### config.mk
export PLATFORM = sky130hd
export DESIGN_NAME = truth_table_scanner_flat
export DESIGN_NICKNAME = d
export VERILOG_FILES = /design/src/rtl/truth_table_scanner_if.sv /design/src/rtl/truth_table_scanner.sv /design/src/flat_wrapper.sv
export SDC_FILE = /design/constraint.sdc
export NUM_CORES = 1
export LEC_CHECK = 0
export BUFFER_PORTS_ARGS = -buffer_cell sky130_fd_sc_hd__buf_2
export CAP_MARGIN = 20
export CORE_AREA = 2 2 44 46
export CTS_BUF_LIST = sky130_fd_sc_hd__clkbuf_8
export DETAILED_ROUTE_END_ITERATION = 12
export DIE_AREA = 0 0 46 48
export MAX_ROUTING_LAYER = met4
export PLACE_DENSITY = 0.79
export REMOVE_ABC_BUFFERS = 1
export SYNTH_ARGS = -nofsm -noshare
export SYNTH_HDL_FRONTEND = slang
export SYNTH_SLANG_ARGS = --single-unit
export TNS_END_PERCENT = 30
### constraint.sdc
create_clock -name clk -period 2.4 [get_ports clk]
set_input_delay 0.12 -clock clk [delete_from_list [all_inputs] [get_ports clk]]
set_output_delay 0.12 -clock clk [all_outputs]
set_load 0.005 [all_outputs]
### src/rtl/truth_table_scanner_if.sv
// Bundle between the truth-table scanner and the combinational function it probes.
// The master side drives start and f_in; the slave side is the scanner.
interface truth_table_scanner_if #(
    parameter int N = 2
);
    logic                start;
    logic                f_in;
    logic [N-1:0]        x_out;
    logic [N-1:0]        m_out;
    logic                busy;
    logic                done;
    logic [(2**N)-1:0]   mask;
    logic [N:0]          count;
    logic                all_one;
    logic                all_zero;

    modport master (
        output start, f_in,
        input  x_out, m_out, busy, done, mask, count, all_one, all_zero
    );

    modport slave (
        input  start, f_in,
        output x_out, m_out, busy, done, mask, count, all_one, all_zero
    );
endinterface

### src/rtl/truth_table_scanner.sv
// Sweeps all 2^N input combinations of a combinational function and collects its minterm mask.
// Latency: done pulses 2^N*(SETTLE+1) edges after the accepted start.
// Backpressure: none; start is ignored while busy, accepted in IDLE or in the DONE cycle.
module truth_table_scanner #(
    parameter int N      = 2,
    parameter int SETTLE = 0
) (
    input  logic                 clk,
    input  logic                 rst_n,
    truth_table_scanner_if.slave bus
);
    localparam logic [N-1:0] LAST_IDX = '1;

    typedef enum logic [1:0] {IDLE, SCAN, DONE} state_t;

    state_t              state, state_nxt;
    logic [N-1:0]        idx;
    logic [3:0]          settle;
    logic [(2**N)-1:0]   mask;
    logic [(2**N)-1:0]   mask_nxt;
    logic [N:0]          count;
    logic                all_one, all_zero;
    logic                load, sample, last;

    always_ff @(posedge clk or negedge rst_n) begin
        if (!rst_n) state <= IDLE;
        else        state <= state_nxt;
    end

    always_comb begin
        state_nxt = state;
        load      = 1'b0;
        sample    = 1'b0;
        last      = 1'b0;
        case (state)
            IDLE: if (bus.start) begin
                state_nxt = SCAN;
                load      = 1'b1;
            end
            SCAN: if (settle == 4'd0) begin
                sample = 1'b1;
                if (idx == LAST_IDX) begin
                    last      = 1'b1;
                    state_nxt = DONE;
                end
            end
            DONE: begin
                // A start in the done cycle chains straight into the next scan.
                if (bus.start) begin
                    state_nxt = SCAN;
                    load      = 1'b1;
                end else begin
                    state_nxt = IDLE;
                end
            end
            default: state_nxt = IDLE;
        endcase
    end

    // Mask including the bit sampled this cycle, so flags see the final minterm.
    always_comb begin
        mask_nxt      = mask;
        mask_nxt[idx] = bus.f_in;
    end

    always_ff @(posedge clk or negedge rst_n) begin
        if (!rst_n) begin
            idx      <= '0;
            settle   <= 4'd0;
            mask     <= '0;
            count    <= '0;
            all_one  <= 1'b0;
            all_zero <= 1'b0;
        end else if (load) begin
            idx      <= '0;
            settle   <= 4'(SETTLE);
            mask     <= '0;
            count    <= '0;
            all_one  <= 1'b0;
            all_zero <= 1'b0;
        end else if (state == SCAN) begin
            if (!sample) begin
                settle <= settle - 4'd1;
            end else begin
                mask  <= mask_nxt;
                count <= count + (N+1)'(bus.f_in);
                if (last) begin
                    all_one  <= &mask_nxt;
                    all_zero <= ~|mask_nxt;
                end else begin
                    idx    <= idx + N'(1);
                    settle <= 4'(SETTLE);
                end
            end
        end
    end

    assign bus.x_out    = idx;
    assign bus.m_out    = idx;
    assign bus.busy     = (state == SCAN);
    assign bus.done     = (state == DONE);
    assign bus.mask     = mask;
    assign bus.count    = count;
    assign bus.all_one  = all_one;
    assign bus.all_zero = all_zero;
endmodule

### src/flat_wrapper.sv
// flat-port wrapper written by rule: the top's interface ports become plain ports
module truth_table_scanner_flat 
#(
    parameter int N      = 2,
    parameter int SETTLE = 0
)
  (clk, rst_n, bus_start, bus_f_in, bus_x_out, bus_m_out, bus_busy, bus_done, bus_mask, bus_count, bus_all_one, bus_all_zero);
  truth_table_scanner_if #(.N(N)) bus_i ();
  input  logic clk;
  input  logic rst_n;
  input wire logic [$bits(bus_i.start)-1:0] bus_start;
  input wire logic [$bits(bus_i.f_in)-1:0] bus_f_in;
  output wire logic [$bits(bus_i.x_out)-1:0] bus_x_out;
  output wire logic [$bits(bus_i.m_out)-1:0] bus_m_out;
  output wire logic [$bits(bus_i.busy)-1:0] bus_busy;
  output wire logic [$bits(bus_i.done)-1:0] bus_done;
  output wire logic [$bits(bus_i.mask)-1:0] bus_mask;
  output wire logic [$bits(bus_i.count)-1:0] bus_count;
  output wire logic [$bits(bus_i.all_one)-1:0] bus_all_one;
  output wire logic [$bits(bus_i.all_zero)-1:0] bus_all_zero;
  assign bus_i.start = bus_start;
  assign bus_i.f_in = bus_f_in;
  assign bus_x_out = bus_i.x_out;
  assign bus_m_out = bus_i.m_out;
  assign bus_busy = bus_i.busy;
  assign bus_done = bus_i.done;
  assign bus_mask = bus_i.mask;
  assign bus_count = bus_i.count;
  assign bus_all_one = bus_i.all_one;
  assign bus_all_zero = bus_i.all_zero;
  truth_table_scanner #(.N(N), .SETTLE(SETTLE)) u_core (.clk(clk), .rst_n(rst_n), .bus(bus_i));
endmodule
==> results_dict.tcl, run 1 <==
set metrics [dict create \
    tightest_slew_ns 0.710 \
    cts_max_path_buffers 2 \
    hold_path_end "u_core.bus.all_one$_DFFE_PN0P_" \
    num_io_pins 19 \
    grt_max_degree 18 \
    wl_met3_um 122 \
    max_freq_mhz 597 \
    grt_antenna_before_repair 0 \
    synth-compound-area-share 0.161 \
    rsz0062_at_grt "false" \
    total_power_mw 1.40 \
    slowest_delay_ns 0.43 \
    drive_gt1_frac 0.232 \
    n_fill_cell 145 \
    drt_iter0_markers 20 \
    slew_headroom 0.525 \
    clkSinkCount 17 \
    grt_overflow 0 \
    cp.arrival_ns 1.82 \
    syn_inst 94 \
    numCtsBuffers 3 \
    slowest_stage "dfrtp_1" \
    max-cap-violations 0 \
    synth_top_family_by_area "simple AND/OR/NAND/NOR gates" \
    crit_family "flip-flops" \
    top_layer_used "met4" \
    hold_viol_final 0 \
    power_density_nw_per_um2 1270 \
    ir_drop_v 0.000648 \
    final-setup-viol-count 0 \
    fin_crit_ns 1.68 \
    grt_pass1_wl_mm 3.19 \
    portBuffers 18 \
    layout_setup_ws_ns 0.724 \
    r2r_start "u_core.settle[0]$_DFFE_PN0P_" \
    async_flop_share 1.00 \
    cts_max_level 1 \
    worstPathRequired_ns 2.54 \
    outcome "finished clean" \
    fp.dieW_um 46 \
    synthFlopType "dfrtp_1" \
    holdCritStartpoint "bus_f_in" \
    place_hpwl_mm 1.42 \
    ant_nets 0 \
    final_cell_area_um2 1100 \
    critical_path_class "reg2reg" \
    min_period_over_period 0.698 \
    worst-path-buf-inv 1 \
    dieArea_um2 2210 \
    synth_edf_count 0 \
    crit_path_start_kind "flop" \
    place_worst_setup_slack_ns 0.750 \
    synth_simple_gate_area_frac 0.185 \
    synth-seq-cells 17 \
    cts_tree "built" \
    reg2reg_setup_slack_ns 0.72 \
    synth_largest_area_cell "dfrtp_1" \
    p_leak_nw 0.569 \
    cts_resized 0 \
    clk_latency_ns 0.25 \
    wl_per_cell_um 15.3 \
    worstHoldPathCells 3 \
    area_delta_synth_final_pct 13.6 \
    synthMuxAreaShare 0.0517 \
    diodes 0 \
    post_cts_buffers 0 \
    viasPerCell 6.26 \
    place.gp.congestion 0.783 \
    wl_met2_um 923 \
    grt_pass1_vias 714 \
    synth_area_um2 968 \
    final.setup.tns_ns 0 \
    post_synth_main_area_contributors "dfrtp_1 44%, ha_1 9.0%, mux2i_1 5.2%" \
    routed-via-count 808 \
    cts_hold_buf 1 \
    yosysWarnings 0 \
    fin_skew_ns 0.00347 \
    finalMaxSlewViolations 0 \
    wl_met1_um 902 \
    cp_cell_sequence "inv_1 > ha_1 > nor3b_4 > a21oi_1 > a311oi_1" \
    grt_util_all_layers 0.217 \
    dpl_cell_area_um2 1040 \
    clkTransAtPathRegs_ns 0.07 \
    r2r_cells 5 \
    path_max_fanout 10 \
    layout_commonest_cell "buf_2" \
    finalNetCount 124 \
    first_pass_iters 4 \
    chipHeight_um 48 \
    drc 0 \
    initial_core_util 0.573 \
    final_cell_mix "18 x buf_2, 17 x dfrtp_1, 8 x inv_1, 7 x nand2_1, 7 x ha_1" \
    wl_mm 1.98 \
    ys_seq_area_frac 0.439 \
    hp-class "in2reg" \
    rows 15 \
    synthAdderAreaFrac 0.0904 \
    r2r-end "u_core.bus.mask[1]$_DFFE_PN0P_" \
    ctsRootBufferMaster "clkbuf_8" \
    ys_types 34 \
    synth_top_area_frac 0.439 \
    synth_xor_area_frac 0 \
    worstSetupEndpointType "flop" \
    synth.avg_cell_area_um2 10.3 \
    coreArea_um2 1690 \
]
stage by stage:
stage,hold WS [ns],std cells,util
floorplan,-0.176,89,-
global placement,0.0645,124,0.618
detailed placement,0.0635,124,0.618
CTS,0.183,129,0.651
global route,0.200,129,0.651
finish,0.188,129,0.651
logic make-up (layout without fill, tap and decap cells):
| family | Yosys count | after routing |
|---|---|---|
| adders and majority gates | 7 | 7 |
| DFF | 17 | 17 |
| muxes | 5 | 5 |
| AOI/OAI and AO/OA | 21 | 21 |
| buffers and inverters | 14 | 32 |
| and+or+nand+nor | 30 | 30 |
report_power, final:
group / total, mW / leakage (nW) / internal (mW) / switching [mW]
registers: 0.512 / 0.220 / 0.393 / 0.119
logic: 0.667 / 0.324 / 0.296 / 0.371
clock network: 0.217 / 0.0255 / 0.115 / 0.102
how the worst max path moves through the flow:
stage                     depth (start not counted)                       startpoint  slack (ns)                        endpoint
after floorplan                                   5  u_core.bus.m_out[1]$_DFFE_PN0P_        0.88  u_core.bus.all_one$_DFFE_PN0P_
after global placement                            5     u_core.settle[0]$_DFFE_PN0P_        0.79  u_core.bus.mask[1]$_DFFE_PN0P_
after detailed placement                          5     u_core.settle[0]$_DFFE_PN0P_        0.75  u_core.bus.mask[1]$_DFFE_PN0P_
after CTS                                         5     u_core.settle[0]$_DFFE_PN0P_        0.72  u_core.bus.mask[1]$_DFFE_PN0P_
after global routing                              5     u_core.settle[0]$_DFFE_PN0P_        0.56  u_core.bus.mask[1]$_DFFE_PN0P_
final                                             5     u_core.settle[0]$_DFFE_PN0P_        0.72  u_core.bus.mask[1]$_DFFE_PN0P_
sequential cells by signal, indices dropped and copies added (netlist names):
signal and count:
u_core.bus.all_zero 1, u_core.bus.all_one 1, u_core.bus.count 3, u_core.bus.m_out 2, u_core.bus.mask 4, u_core.state 2, u_core.settle 4
worst min-delay path: stages:
cell and delay (ns):
buf_2 0.14, nand4_1 0.09, o22ai_2 0.06
cell usage after synthesis (2+ instances only):
library cell  count
dfrtp_1          17
inv_1             8
ha_1              7
nand2_1           7
a21oi_1           5
mux2i_1           5
nand3_1           4
nor2_1            4
a311oi_1          3
nor2b_1           3
a41o_1            2
buf_2             2
buf_4             2
nand2b_1          2
o21ai_1           2
o22ai_1           2
o32ai_1           2
routing by layer:
| layer | vias up | GRT usage |
|---|---|---|
| li1 | 375 | - |
| met1 | 405 | 0.275 |
| met2 | 24 | 0.336 |
| met3 | 4 | 0.0491 |
| met4 | 0 | 0.0857 |
| met5 | - | - |
layout make-up:
class,count,area (um^2),area share
clock inverters,1,5.00,0.00455
clock buffers,3,41.3,0.0375
well taps,17,21.3,0.0193
multi-input cells,63,473,0.430
flip-flops and latches,17,425,0.387
inverters,9,33.8,0.0307
repair buffers,19,100,0.0910
No activity file was read; power rests on OpenSTA's default activity.
==> inputs of run 2 (changes only) <==
CORE_AREA = 2 2 48 50   (was 2 2 44 46)
DIE_AREA = 0 0 50 52   (was 0 0 46 48)
PLACE_DENSITY = 0.7   (was 0.79)
clock period = 1.45 ns   (was 2.4 ns; I/O delays follow)
==> run 2 against run 1 <==
Compared with the run above: the run now ends with negative setup slack left; clock power grew 65%; register-to-register slack lost 0.79 ns; first-iteration DRC count shrank 20%; global-route usage shrank 1.5 points; clock-buffer cell count is the same; critical path depth shrank 1; cell area grew 25%; non-clock buffer count grew 21; worst setup slack lost 0.79 ns; sequential share of layout area shrank 7.5 points; highest routed layer unchanged.
==> results_dict.tcl, run 2 (synthesized netlist as in run 1, its figures left out) <==
set metrics [dict create \
    cts_max_path_buffers 2 \
    rsz0062_at_grt "true" \
    p_leak_nw 0.673 \
    reg2reg_setup_slack_ns -0.06 \
    total_power_mw 3.01 \
    cp.arrival_ns 1.70 \
    switching_share 0.404 \
    place_worst_setup_slack_ns -0.101 \
    num_io_pins 19 \
    rows 17 \
    clk_latency_ns 0.26 \
    hold_viol_final 0 \
    area_delta_synth_final_pct 41.5 \
    diodes 0 \
    clockPowerShare 0.119 \
    finalMaxSlewViolations 0 \
    path_max_fanout 3 \
    dp.cells 152 \
    final_cell_mix "19 x buf_4, 18 x buf_2, 16 x dfrtp_1, 7 x nand2_1" \
    fin_skew_ns 0.00607 \
    final_cell_area_um2 1370 \
    holdCritStartpoint "bus_f_in" \
    max-cap-violations 0 \
    worstPathRequired_ns 1.64 \
    numCtsBuffers 3 \
    seqPwrFrac 0.279 \
    drive_gt1_frac 0.474 \
    max_freq_mhz 661 \
    grt_pass1_vias 857 \
    grt_antenna_before_repair 0 \
    layout_commonest_cell "buf_4" \
    startpoint "u_core.bus.m_out[0]$_DFFE_PN0P_" \
    worstSetupEndpointType "flop" \
    hp-class "in2reg" \
    grt_pass1_wl_mm 3.81 \
    routed-via-count 862 \
    ir_drop_v 0.00135 \
    wl_mm 2.41 \
    final-setup-viol-count 6 \
    wl_per_cell_um 15.0 \
    critical_path_class "reg2reg" \
    drc 0 \
    ctsRootBufferMaster "clkbuf_8" \
    final.setup.tns_ns -0.155 \
    outcome "complete, but fails checks" \
    tightest_slew_ns 0.390 \
    layout_setup_ws_ns -0.0618 \
    clkTransAtPathRegs_ns 0.07 \
    ant_nets 0 \
    viasPerCell 5.35 \
    violations "negative setup slack" \
    drt_iter0_markers 16 \
    combPwrFrac 0.602 \
    place_hpwl_mm 1.71 \
    dpl_cell_area_um2 1200 \
    grt_overflow 0 \
    p_switching_mw 1.22 \
    place.gp.congestion 0.862 \
    cts_max_level 1 \
    finalNetCount 145 \
    first_pass_iters 4 \
    coreArea_um2 2110 \
    clkSinkCount 17 \
    portBuffers 18 \
    n_fill_cell 166 \
    crit_path_start_kind "flop" \
    min_period_over_period 1.04 \
    internal-power_mw 1.80 \
    grt_max_degree 18 \
    biggestRegsByFlops "u_core.bus.mask (4), u_core.settle (4), u_core.bus.count (3)" \
    dieArea_um2 2600 \
    initial_core_util 0.460 \
    chipHeight_um 52 \
    r2r_start "u_core.bus.m_out[0]$_DFFE_PN0P_" \
    grt_util_all_layers 0.202 \
    final_cell_count_no_fill 161 \
    fp.dieW_um 50 \
    power_density_nw_per_um2 2200 \
    slew_headroom 0.740 \
    fin_crit_ns 1.51 \
    cts_tree "built" \
]
-- run 2: cell count changes in the layout (fill, tap and decap cells not counted), sizes merged --
| cell | previous run | this run |
|---|---|---|
| buf | 18 | 39 |
-- run 2: area by class of cell --
cell class	instances	area, um^2	area share
Inverter	9	33.8	0.0247
Tap cell	28	35.0	0.0256
Timing Repair Buffer	40	274	0.200
Clock buffer	3	41.3	0.0301
Sequential cell	17	427	0.311
Multi-Input combinational cell	63	554	0.405
Clock inverter	1	5.00	0.00365
-- run 2: critical path, stage by stage (launching register included) --
cell and delay, ns:
dfrtp_2 0.44, ha_4 0.18, mux2i_4 0.19, or4_4 0.53, o22ai_2 0.09
-- run 2: timing repair --
action / CTS / global route
setup buffers: 2 / 3
setup endpoints to repair: 12 / 12
hold endpoints to repair: 17 / 0
resized for setup: 13 / 11
hold buffers: 1 / 0
pin swaps: 4 / 8
-- run 2: power groups by stage --
stage          logic [mW]  clock network, mW  registers (mW)
2_1_floorplan       0.768                  0           0.832
3_3_place_gp         1.43                  0           0.805
3_5_place_dp         1.49                  0           0.814
4_1_cts              1.66              0.364           0.817
5_1_grt              1.98              0.383           0.863
6_report             1.81              0.359           0.839
-- run 2: worst paths after layout --
check,to,depth (start not counted)
max in group asynchronous,u_core.bus.m_out[0]$_DFFE_PN0P_,2
hold / removal,u_core.bus.all_one$_DFFE_PN0P_,3
setup reg to reg,u_core.bus.all_one$_DFFE_PN0P_,4
min in group asynchronous,u_core.state[1]$_DFFE_PN0P_,2
setup / recovery,u_core.bus.all_one$_DFFE_PN0P_,4
hold reg to reg,u_core.bus.count[2]$_DFFE_PN0P_,1
-- run 2: metrics by stage --
stage / utilization / hold slack [ns]
2_1_floorplan: - / -0.223
3_3_place_gp: 0.569 / 0.0137
3_5_place_dp: 0.569 / 0.0135
4_1_cts: 0.622 / 0.155
5_1_grt: 0.651 / 0.189
6_report: 0.651 / 0.183
-- run 2: routing by layer --
| layer | global-route usage | share of wire | vias to the layer above | wire length (um) |
|---|---|---|---|---|
| li1 | - | - | 421 | - |
| met1 | 0.236 | 0.45 | 409 | 1090 |
| met2 | 0.325 | 0.49 | 27 | 1190 |
| met3 | 0.0345 | 0.037 | 5 | 89 |
| met4 | 0.130 | 0.016 | 0 | 38 |
| met5 | - | 0 | - | 0 |
==> inputs of run 3 (changes only) <==
==> constraint.sdc (replaced) <==
create_clock -name clk -period 1.45 [get_ports clk]
set_input_delay 0.2175 -clock clk [delete_from_list [all_inputs] [get_ports clk]]
set_output_delay 0.2175 -clock clk [all_outputs]
set_load 0.005 [all_outputs]
==> run 3 against run 2 <==
Compared with the run above: the run still ends with negative setup slack left; sequential cell count stayed put; non-clock buffer count is the same; clock-buffer cell count stayed put; hold slack better by 0.15 ns; combinational power grew 6%; sequential share of layout area fell by 0.57 points; clock power is essentially flat; register-to-register slack worse by 0.04 ns; largest power group unchanged.
==> results_dict.tcl, run 3 (synthesized netlist as in run 1, its figures left out) <==
set metrics [dict create \
    grt_max_degree 18 \
    violations "negative setup slack" \
    grt_overflow 0 \
    fp.dieW_um 50 \
    ir_drop_v 0.00129 \
    drt_iter0_markers 10 \
    power_density_nw_per_um2 2220 \
    crit_path_start_kind "flop" \
    fin_crit_ns 1.55 \
    min_period_over_period 1.07 \
    cts_max_level 1 \
    final_cell_mix "18 x buf_2, 18 x buf_4, 17 x dfrtp_1, 6 x nand2_1" \
    dieArea_um2 2600 \
    total_power_mw 3.09 \
    wl_mm 2.40 \
    dpl_cell_area_um2 1200 \
    grt_antenna_before_repair 0 \
    slew_headroom 0.740 \
    outcome "complete, but fails checks" \
    p_leak_nw 0.681 \
    ctsRootBufferMaster "clkbuf_8" \
    grt_pass1_vias 868 \
    biggestRegsByFlops "u_core.bus.mask (4), u_core.settle (4), u_core.bus.count (3)" \
    dp.cells 154 \
    hp-class "in2reg" \
    final_cell_area_um2 1390 \
    ant_nets 0 \
    chipHeight_um 52 \
    area_delta_synth_final_pct 43.7 \
    wl_per_cell_um 14.9 \
    clkTransAtPathRegs_ns 0.07 \
    path_max_fanout 3 \
    routed-via-count 861 \
    num_io_pins 19 \
    finalMaxSlewViolations 0 \
    viasPerCell 5.35 \
    cts_tree "built" \
    finalNetCount 145 \
    grt_pass1_wl_mm 3.97 \
    cts_max_path_buffers 2 \
    place_worst_setup_slack_ns -0.121 \
    portBuffers 18 \
    worstSetupEndpointType "flop" \
    hold_viol_final 0 \
    diodes 0 \
    place.gp.congestion 0.863 \
    clk_latency_ns 0.25 \
    place_hpwl_mm 1.70 \
    numCtsBuffers 3 \
    critical_path_class "reg2reg" \
    grt_util_all_layers 0.212 \
    layout_setup_ws_ns -0.105 \
    max_freq_mhz 643 \
    cp.arrival_ns 1.74 \
    drc 0 \
    final_cell_count_no_fill 161 \
    max-cap-violations 0 \
    first_pass_iters 4 \
    initial_core_util 0.460 \
    drive_gt1_frac 0.489 \
    coreArea_um2 2110 \
    rows 17 \
    tightest_slew_ns 0.390 \
    clkSinkCount 17 \
    worstPathRequired_ns 1.63 \
    rsz0062_at_grt "true" \
    final-setup-viol-count 4 \
    fin_skew_ns 0.00185 \
    n_fill_cell 154 \
]
## run 3: cell count changes in the layout (fill, tap and decap cells not counted), moves of 2 or more
cell | previous run | this run
o21ai_1 | 3 | 0
buf_6 | 1 | 3
inv_2 | 5 | 3
inv_4 | 0 | 2
o21ai_2 | 0 | 2
## run 3: stage by stage
step | utilization | hold slack (ns) | TNS [ns]
3_5_place_dp | 0.570 | 0.170 | -0.887
3_3_place_gp | 0.570 | 0.161 | -0.198
6_report | 0.661 | 0.335 | -0.169
5_1_grt | 0.661 | 0.339 | -0.858
2_1_floorplan | - | -0.0781 | -0.148
4_1_cts | 0.630 | 0.319 | -0.0856
## run 3: cell type report
class	count	area (um^2)	area share
inverters	9	38.8	0.0279
flip-flops and latches	17	425	0.306
repair buffers	40	269	0.193
multi-input cells	63	578	0.415
well taps	28	35.0	0.0252
clock buffers	3	41.3	0.0297
clock inverters	1	3.75	0.00270
## run 3: path summary, 6_finish.rpt
kind / endpoint / slack, ns / cells after the start / from
hold / removal: u_core.bus.all_one$_DFFE_PN0P_ / 0.34 / 3 / bus_f_in
min in group asynchronous: u_core.state[1]$_DFFE_PN0P_ / 0.41 / 2 / rst_n
setup reg to reg: u_core.bus.all_one$_DFFE_PN0P_ / -0.10 / 5 / u_core.bus.m_out[0]$_DFFE_PN0P_
hold reg to reg: u_core.bus.count[2]$_DFFE_PN0P_ / 0.50 / 1 / u_core.bus.count[2]$_DFFE_PN0P_
setup / recovery: u_core.bus.all_one$_DFFE_PN0P_ / -0.10 / 5 / u_core.bus.m_out[0]$_DFFE_PN0P_
max in group asynchronous: u_core.settle[1]$_DFFE_PN0P_ / 0.76 / 2 / rst_n
## run 3: per-layer routing
| metal | track usage | vias up | part of all wire |
|---|---|---|---|
| li1 | - | 418 | - |
| met1 | 0.259 | 407 | 0.45 |
| met2 | 0.329 | 25 | 0.47 |
| met3 | 0.0345 | 11 | 0.043 |
| met4 | 0.130 | 0 | 0.038 |
| met5 | - | - | 0 |
## run 3: repair_timing
item	4_1_cts	5_1_grt
resized for setup	17	13
hold buffers	1	0
hold endpoints to repair	17	0
endpoints found under the setup margin	13	14
pin swaps	3	4
setup buffers	0	2
## run 3: where the power goes
part	internal [mW]	total, mW	switching (mW)	leakage, nW
sequential	0.654	0.818	0.165	0.220
combinational	0.999	1.92	0.919	0.434
clock	0.188	0.356	0.168	0.0269
## run 3: critical path, cell delays in order, from the launching register on
cell     delay (ns)
dfrtp_1        0.40
buf_4          0.15
ha_4           0.16
mux2i_4        0.19
or4_4          0.48
o22ai_2        0.09
